==> src/rtl/cvbs_bt656_decoder.sv <==
// rtl/cvbs_bt656_decoder.sv - BT.656 byte stream to YC word decoder; define BT656_XY_CHECK_EN to enable XY protection checking
module cvbs_bt656_decoder #(
  parameter logic [11:0] MAX_CNT = 12'd4095
) (
  input  logic        vin_clk,
  input  logic        rst_n,
  input  logic [7:0]  bt656_data,
  output logic        vout_vs,
  output logic        vout_f,
  output logic        vout_de,
  output logic [15:0] vout_data,
  output logic [11:0] vout_width,
  output logic [11:0] vout_height,
  output logic        xy_err
);

  typedef enum logic [1:0] {
    SEARCH = 2'd0,
    PRE1   = 2'd1,
    PRE2   = 2'd2,
    XY     = 2'd3
  } state_t;

  state_t      state, state_nxt;
  logic [7:0]  d0;
  logic        active;
  logic        phase;
  logic [7:0]  c_lat;
  logic [11:0] word_cnt;
  logic [11:0] line_cnt;
  logic        xy_ok;
  logic        xy_bad;
  logic        xy_f, xy_v, xy_h;

  // Register the incoming byte; everything downstream decodes d0
  always_ff @(posedge vin_clk) begin
    if (!rst_n) d0 <= 8'h00;
    else        d0 <= bt656_data;
  end

  // Reference-code search state register
  always_ff @(posedge vin_clk) begin
    if (!rst_n) state <= SEARCH;
    else        state <= state_nxt;
  end

  // Walk the FF 00 00 XY preamble; an FF anywhere re-arms the search
  always_comb begin
    state_nxt = SEARCH;
    case (state)
      SEARCH:  state_nxt = SEARCH;
      PRE1:    state_nxt = (d0 == 8'h00) ? PRE2 : SEARCH;
      PRE2:    state_nxt = (d0 == 8'h00) ? XY : SEARCH;
      XY:      state_nxt = SEARCH;
      default: state_nxt = SEARCH;
    endcase
    if (d0 == 8'hFF) state_nxt = PRE1;
  end

  // Classify the byte in the XY slot as an accepted or rejected timing code
  always_comb begin
    xy_f = d0[6];
    xy_v = d0[5];
    xy_h = d0[4];
`ifdef BT656_XY_CHECK_EN
    xy_ok  = (state == XY) && d0[7] &&
             (d0[3] == (xy_v ^ xy_h)) && (d0[2] == (xy_f ^ xy_h)) &&
             (d0[1] == (xy_f ^ xy_v)) && (d0[0] == (xy_f ^ xy_v ^ xy_h));
    xy_bad = (state == XY) && !xy_ok;
`else
    xy_ok  = (state == XY);
    xy_bad = 1'b0;
`endif
  end

  // Video pairing, timing flags and line/field measurement
  always_ff @(posedge vin_clk) begin
    if (!rst_n) begin
      active      <= 1'b0;
      phase       <= 1'b0;
      c_lat       <= 8'h00;
      word_cnt    <= 12'd0;
      line_cnt    <= 12'd0;
      vout_vs     <= 1'b0;
      vout_f      <= 1'b0;
      vout_de     <= 1'b0;
      vout_data   <= 16'h0000;
      vout_width  <= 12'd0;
      vout_height <= 12'd0;
      xy_err      <= 1'b0;
    end else begin
      vout_de <= 1'b0;
      xy_err  <= xy_bad;

      if (active) begin
        if (!phase) begin
          // An FF where a chroma byte belongs is the start of EAV, never video
          if (d0 == 8'hFF) begin
            active <= 1'b0;
          end else begin
            c_lat <= d0;
            phase <= 1'b1;
          end
        end else begin
          vout_data <= {d0, c_lat};
          vout_de   <= 1'b1;
          phase     <= 1'b0;
          if (word_cnt != MAX_CNT) word_cnt <= word_cnt + 12'd1;
        end
      end

      if (xy_ok) begin
        vout_f  <= xy_f;
        vout_vs <= xy_v;
        if (!xy_h) begin
          // SAV: a repeated SAV simply restarts the line without measuring it
          active   <= !xy_v;
          phase    <= 1'b0;
          word_cnt <= 12'd0;
        end else begin
          // EAV: the word counter is cleared so blanking EAVs count no lines
          active   <= 1'b0;
          word_cnt <= 12'd0;
          if (word_cnt != 12'd0) begin
            vout_width <= word_cnt;
            if (line_cnt != MAX_CNT) line_cnt <= line_cnt + 12'd1;
          end
        end
        if (xy_v && !vout_vs && (line_cnt != 12'd0)) begin
          vout_height <= line_cnt;
          line_cnt    <= 12'd0;
        end
      end
    end
  end

endmodule
==> config.mk <==
export PLATFORM = sky130hd
export DESIGN_NAME = cvbs_bt656_decoder
export DESIGN_NICKNAME = d
export VERILOG_FILES = /design/src/rtl/cvbs_bt656_decoder.sv
export SDC_FILE = /design/constraint.sdc
export NUM_CORES = 1
export LEC_CHECK = 0
export CAP_MARGIN = 25
export CORE_MARGIN = 5
export CORE_UTILIZATION = 57
export DETAILED_ROUTE_END_ITERATION = 6
export PLACE_DENSITY = 0.92
export SLEW_MARGIN = 30
export SYNTH_ARGS = -nofsm -noshare
export SYNTH_HDL_FRONTEND = slang
export SYNTH_SLANG_ARGS = --single-unit
export TNS_END_PERCENT = 50
==> constraint.sdc <==
create_clock -name vin_clk -period 3.05 [get_ports vin_clk]
set_input_delay 0.4575 -clock vin_clk [delete_from_list [all_inputs] [get_ports vin_clk]]
set_output_delay 0.4575 -clock vin_clk [all_outputs]
set_load 0.03 [all_outputs]
**Yosys cells after proc, flatten, opt, wreduce, memory -nomap -nowiden**

Index checks and enable logic that the tools add are counted.
Widths: inputs -> output; s select.

- Add/subtract/negate cells: 2
- $mul: 0
- Div/mod/pow operators: 0
- Magnitude comparators: 0
- Equality and inequality tests: 6
- Shift operators: 0
- Muxes and demuxes: 18
- Bitwise gates (word level): 3
- Reductions and logical operators: 21

Operators with widths:

| cell | number |
|---|---|
| $mux 12 | 4 |
| $add 12x1->12 const B | 2 |
| $ne 12x12->1 const B | 2 |
| $reduce_bool 12->1 | 2 |
| $mux 1 | 11 |
| $reduce_and 3->1 | 3 |
| $eq 8x8->1 const B | 1 |
| $logic_not 8->1 | 1 |
| $pmux 2 s3 | 1 |
| $reduce_and 2->1 | 3 |
| $reduce_bool 2->1 | 3 |
| $reduce_or 2->1 | 3 |
| $eq 2x2->1 const B | 2 |
| $mux 2 | 2 |
| $reduce_and 4->1 | 1 |
| $not 1->1 | 3 |
| $eq 2x1->1 const B | 1 |
| $logic_and 1x1->1 | 2 |
| $logic_not 1->1 | 2 |
| $logic_not 2->1 | 1 |

- Flip-flop bits (word level): 87
- Bits in latches: 0
- Memory bits (writable): 0
- Bits in read-only memories: 0
- Input port bits: 10
- Output and inout bits: 44
- Logic and storage cells: 64
- Memories kept: 0

**Longest topological paths before layout**

- Depth in word-level cells: 6
- Depth in mapped cells: 9
- Depth with buffers taken out: 7

**Worst setup path before layout**

OpenSTA, ideal clock, no wires.

- Path type: register -> register
- From: reg word_cnt[0]
- To: reg line_cnt[10]
- Setup time: 0.074 ns
- Arrival time: 1.961 ns
- Required time: 2.976 ns
- Path slack: 1.015 ns
- Stages on the path, launching flop included: 10
- Buffers on the path: 2
- Clock period less this slack: 2.035 ns
- Cells stage by stage: dfxtp_1 -> inv_1 -> ha_1 -> nor4b_1 -> a31o_1 -> buf_6 -> a21o_1 -> buf_6 -> or4_1 -> a31oi_1

- Word-level cells in the longest chain between the ends: 3

Ends and longest elaborated chain:

| what | line | source |
|---|---|---|
| start: declaration | 29 | `logic [11:0] word_cnt;` |
| start signal: assignment | 108 | `if (word_cnt != MAX_CNT) word_cnt <= word_cnt + 12'd1;` |
| $reduce_bool 12->1 | 124 | `if (word_cnt != 12'd0) begin` |
| $reduce_bool 2->1 (no line) | - |  |
| $reduce_and 4->1 (no line) | - |  |
| end signal: assignment | 126 | `if (line_cnt != MAX_CNT) line_cnt <= line_cnt + 12'd1;` |
| end: declaration | 30 | `logic [11:0] line_cnt;` |

No other way between the ends.
A chain may end at the register's enable or synchronous reset.

**Final worst setup path**

- From: reg word_cnt[0]
- To: reg line_cnt[3]

Same word-level chain as after synthesis.

==> flow_summary_export.csv <==
group,metric,value,unit
synthesis,syn_avg_cell_area,8.69,um2
worst_hold_path,hold_class,"reg -> reg",
synthesis,yosysTopAreaCell,"dfxtp_1",
floorplan,rows,28,
synthesis,yosysMostFrequentCell,"dfxtp_1",
global_routing,track_usage,21.3,%
setup_path,rr_startpoint,"word_cnt[0]",
placement,port_buffers,52,
pwr,power.leakage,1.52,nW
run_status,run_status,"complete, no violations",
sta,finalClockSkew,5.39,ps
setup_path,cp_data_required_time,3330,ps
routing,wire_per_inst,14.8,um
sta,rsz0062_at_grt,"false",
worst_hold_path,hold_depth,2,
worst_hold_path,hold-path-endpoint,"vout_data[4]",
sta,drv_slew,0,
sta,max_slew.worst_pin.slew,828,ps
setup_path,start_kind,"register",
sta,finalSetupViolations,0,
setup_path,path_max_fanout,10,
layout,layout-drive-gt1-share,5.48,%
synthesis,seq_area_frac_synth,49.2,%
synthesis,yosysTopAreaCellShare,49.2,%
global_routing,grt_pass1_vias,2961,
synthesis,synth_seq_cells,87,
synthesis,yosys-top-cells-count,"dfxtp_1, nand2_1, nor2_1",
floorplan,die_h,88.8,um
setup_path,crit_slowest_cell,"a31o_1",
placement,place.gp.congestion,0.888,
sta,min_period,2380,ps
setup_path,r2r-end,"line_cnt[3]",
global_routing,grt_max_degree,47,
global_routing,antenna_found_initial,0,
synthesis,postSynthNetCount,421,
synthesis,yosysWarnings,0,
global_routing,grt_overflow,0,
routing,route.final.wire_length,7850,um
global_routing,grt_pass1_wl,13000,um
sta,tns,0,ps
floorplan,io_pins,54,
layout,num_antenna_cells,0,
routing,firstDrtPassIters,4,
pwr,peakVddDrop,0.330,mV
worst_hold_path,hold_start,"c_lat[4]",
clocking,root_buffer,"clkbuf_8",
sta,finalCritPeriodShare,78.1,%
synthesis,synth_edf_count,0,
synthesis,synth_area_leaders,"dfxtp_1, nand2_1, mux2i_1",
floorplan,fp.coreArea,5990,um2
sta,slew_headroom,44.8,%
clocking,cts_tree,"done",
sta,fmax,420,MHz
synthesis,netlist_area,3540,um2
routing,avgViaCountPerCell,5.74,
setup_path,slowest_delay,570,ps
clocking,clockBufferDepth,2,
clocking,post_cts_buffers,0,
floorplan,start_util,59.1,%
clocking,clk-insertion-delay-late,370,ps
setup_path,crit_arrival,2670,ps
pwr,p_per_area,476,nW/um2
clocking,clock-sinks,87,
clocking,ctsHoldBuffers,0,
routing,ant_nets,0,
layout,final_area,4270,um2
placement,hpwl,5460,um
routing,drc,0,
placement,placed_area,4060,um2
job,max-cap-violations,0,
layout,areaGrowthSynthToFinish,20.5,%
synthesis,synth_ff_type,"dfxtp_1",
sta,finalHoldViolCount,0,
synthesis,synth-async-reset-ratio,0,%
setup_path,crit_buf_inv,1,
setup_path,cpLargestDelayFamily,"compound AO/OA/AOI/OAI gates",
synthesis,yosysUniqueCellTypes,45,
layout,fin_nets,465,
synthesis,syn_inst,407,
clocking,cts-resized-gates,0,
routing,drt_iter0_drc,146,
clocking,cts-buffers-inserted,9,
setup_path,crit_path_cell_trace,"inv_1, ha_1, nor4b_1, a31o_1, a21o_1, nand2_1, a311oi_1",
floorplan,design.die.area,7880,um2
setup_path,end_kind,"register",
setup_path,ff2ff_path_depth,7,
floorplan,die-width,88.8,um
clocking,ctsHtreeMaxLevel,3,
routing,vias,3049,
setup_path,rrSetupSlack,670,ps
clocking,clkTransAtPathRegs,90,ps
setup_path,crit_type,"reg -> reg",
-- metal layers --
layer  track usage, %  vias up  part of all wire [%]
li1                 -     1497                     -
met1             25.1     1432                    42
met2             36.2      104                    50
met3             4.00       16                   5.8
met4             11.5        0                   2.1
met5                0        -                     0
-- registers in the layout (all words and copies together) (netlist names), 2 cells and up --
name,flops
vout_data,16
line_cnt,12
vout_height,12
vout_width,12
word_cnt,12
c_lat,8
d0,8
state,2
-- power by group --
part | internal [W] | total [W] | switching (W)
Clock | 0.000390 | 0.000830 | 0.000440
Sequential | 0.00114 | 0.00115 | 0.0000105
Combinational | 0.0000203 | 0.0000495 | 0.0000291
Total | 0.00155 | 0.00203 | 0.000480
-- layout make-up --
class,instances,area [um2]
flip-flops and latches,87,1740
fillers,457,1730
multi-input cells,288,1650
repair buffers,54,536
clock buffers,9,124
well taps,75,93.8
clock inverters,7,80.1
inverters,11,41.3
-- worst max path at each step --
stage	from	to	slack, ps	cells past startpoint
2_1_floorplan	word_cnt[0]	line_cnt[10]	1020	9
3_3_place_gp	word_cnt[0]	line_cnt[3]	790	7
3_5_place_dp	word_cnt[0]	line_cnt[3]	730	7
4_1_cts	word_cnt[0]	line_cnt[3]	690	7
5_1_grt	word_cnt[0]	line_cnt[3]	490	7
6_report	word_cnt[0]	line_cnt[3]	670	7
-- cell families (layout without fill, tap and decap cells) --
logic type / after synthesis / count (layout) / share of synthesized area [%]
AOI/OAI and AO/OA: 76 / 76 / 13.6
muxes: 22 / 22 / 6.22
buffers and inverters: 32 / 81 / 4.17
and+or+nand+nor: 176 / 176 / 23.1
DFF: 87 / 87 / 49.2
adders and majority gates: 4 / 4 / 1.41
xor gates and xnor gates: 9 / 9 / 2.23
other: 1 / 1 / 0.106
-- tightest hold or removal path, cell delays in order (launching register included) --
cell and delay [ps]:
dfxtp_1 320, nand2_1 50, a21oi_1 50
-- layout by cell type, fill, tap and decap left out, drive strengths merged, types with 3 or more instances in the layout --
cell           netlist  layout
a31oi                4       4
clkdlybuf4s50        0      52
nand2               73      73
nor4b                3       3
a211oi               7       7
inv                 11      14
nand3               15      15
mux2i               22      22
nand4                6       6
o2111ai              3       3
and2                14      14
o21a                 3       3
xor2                 7       7
clkbuf              16       9
nor3                 7       7
dfxtp               87      87
nor4                 5       5
a21oi               40      40
ha                   4       4
nor2                45      45
and4                 3       3
o21ai                7       7
-- stage by stage --
step	std cells	worst slack (ps)	hold WS (ps)	utilization (%)	total power, W
after floorplan	407	1020	432	-	0.00121
after global placement	515	786	442	67.8	0.00123
after detailed placement	515	726	447	67.8	0.00123
after CTS	531	693	458	71.2	0.00204
after global routing	531	487	481	71.2	0.00210
final	531	669	459	71.2	0.00203
(Power assumes the default switching activity.)
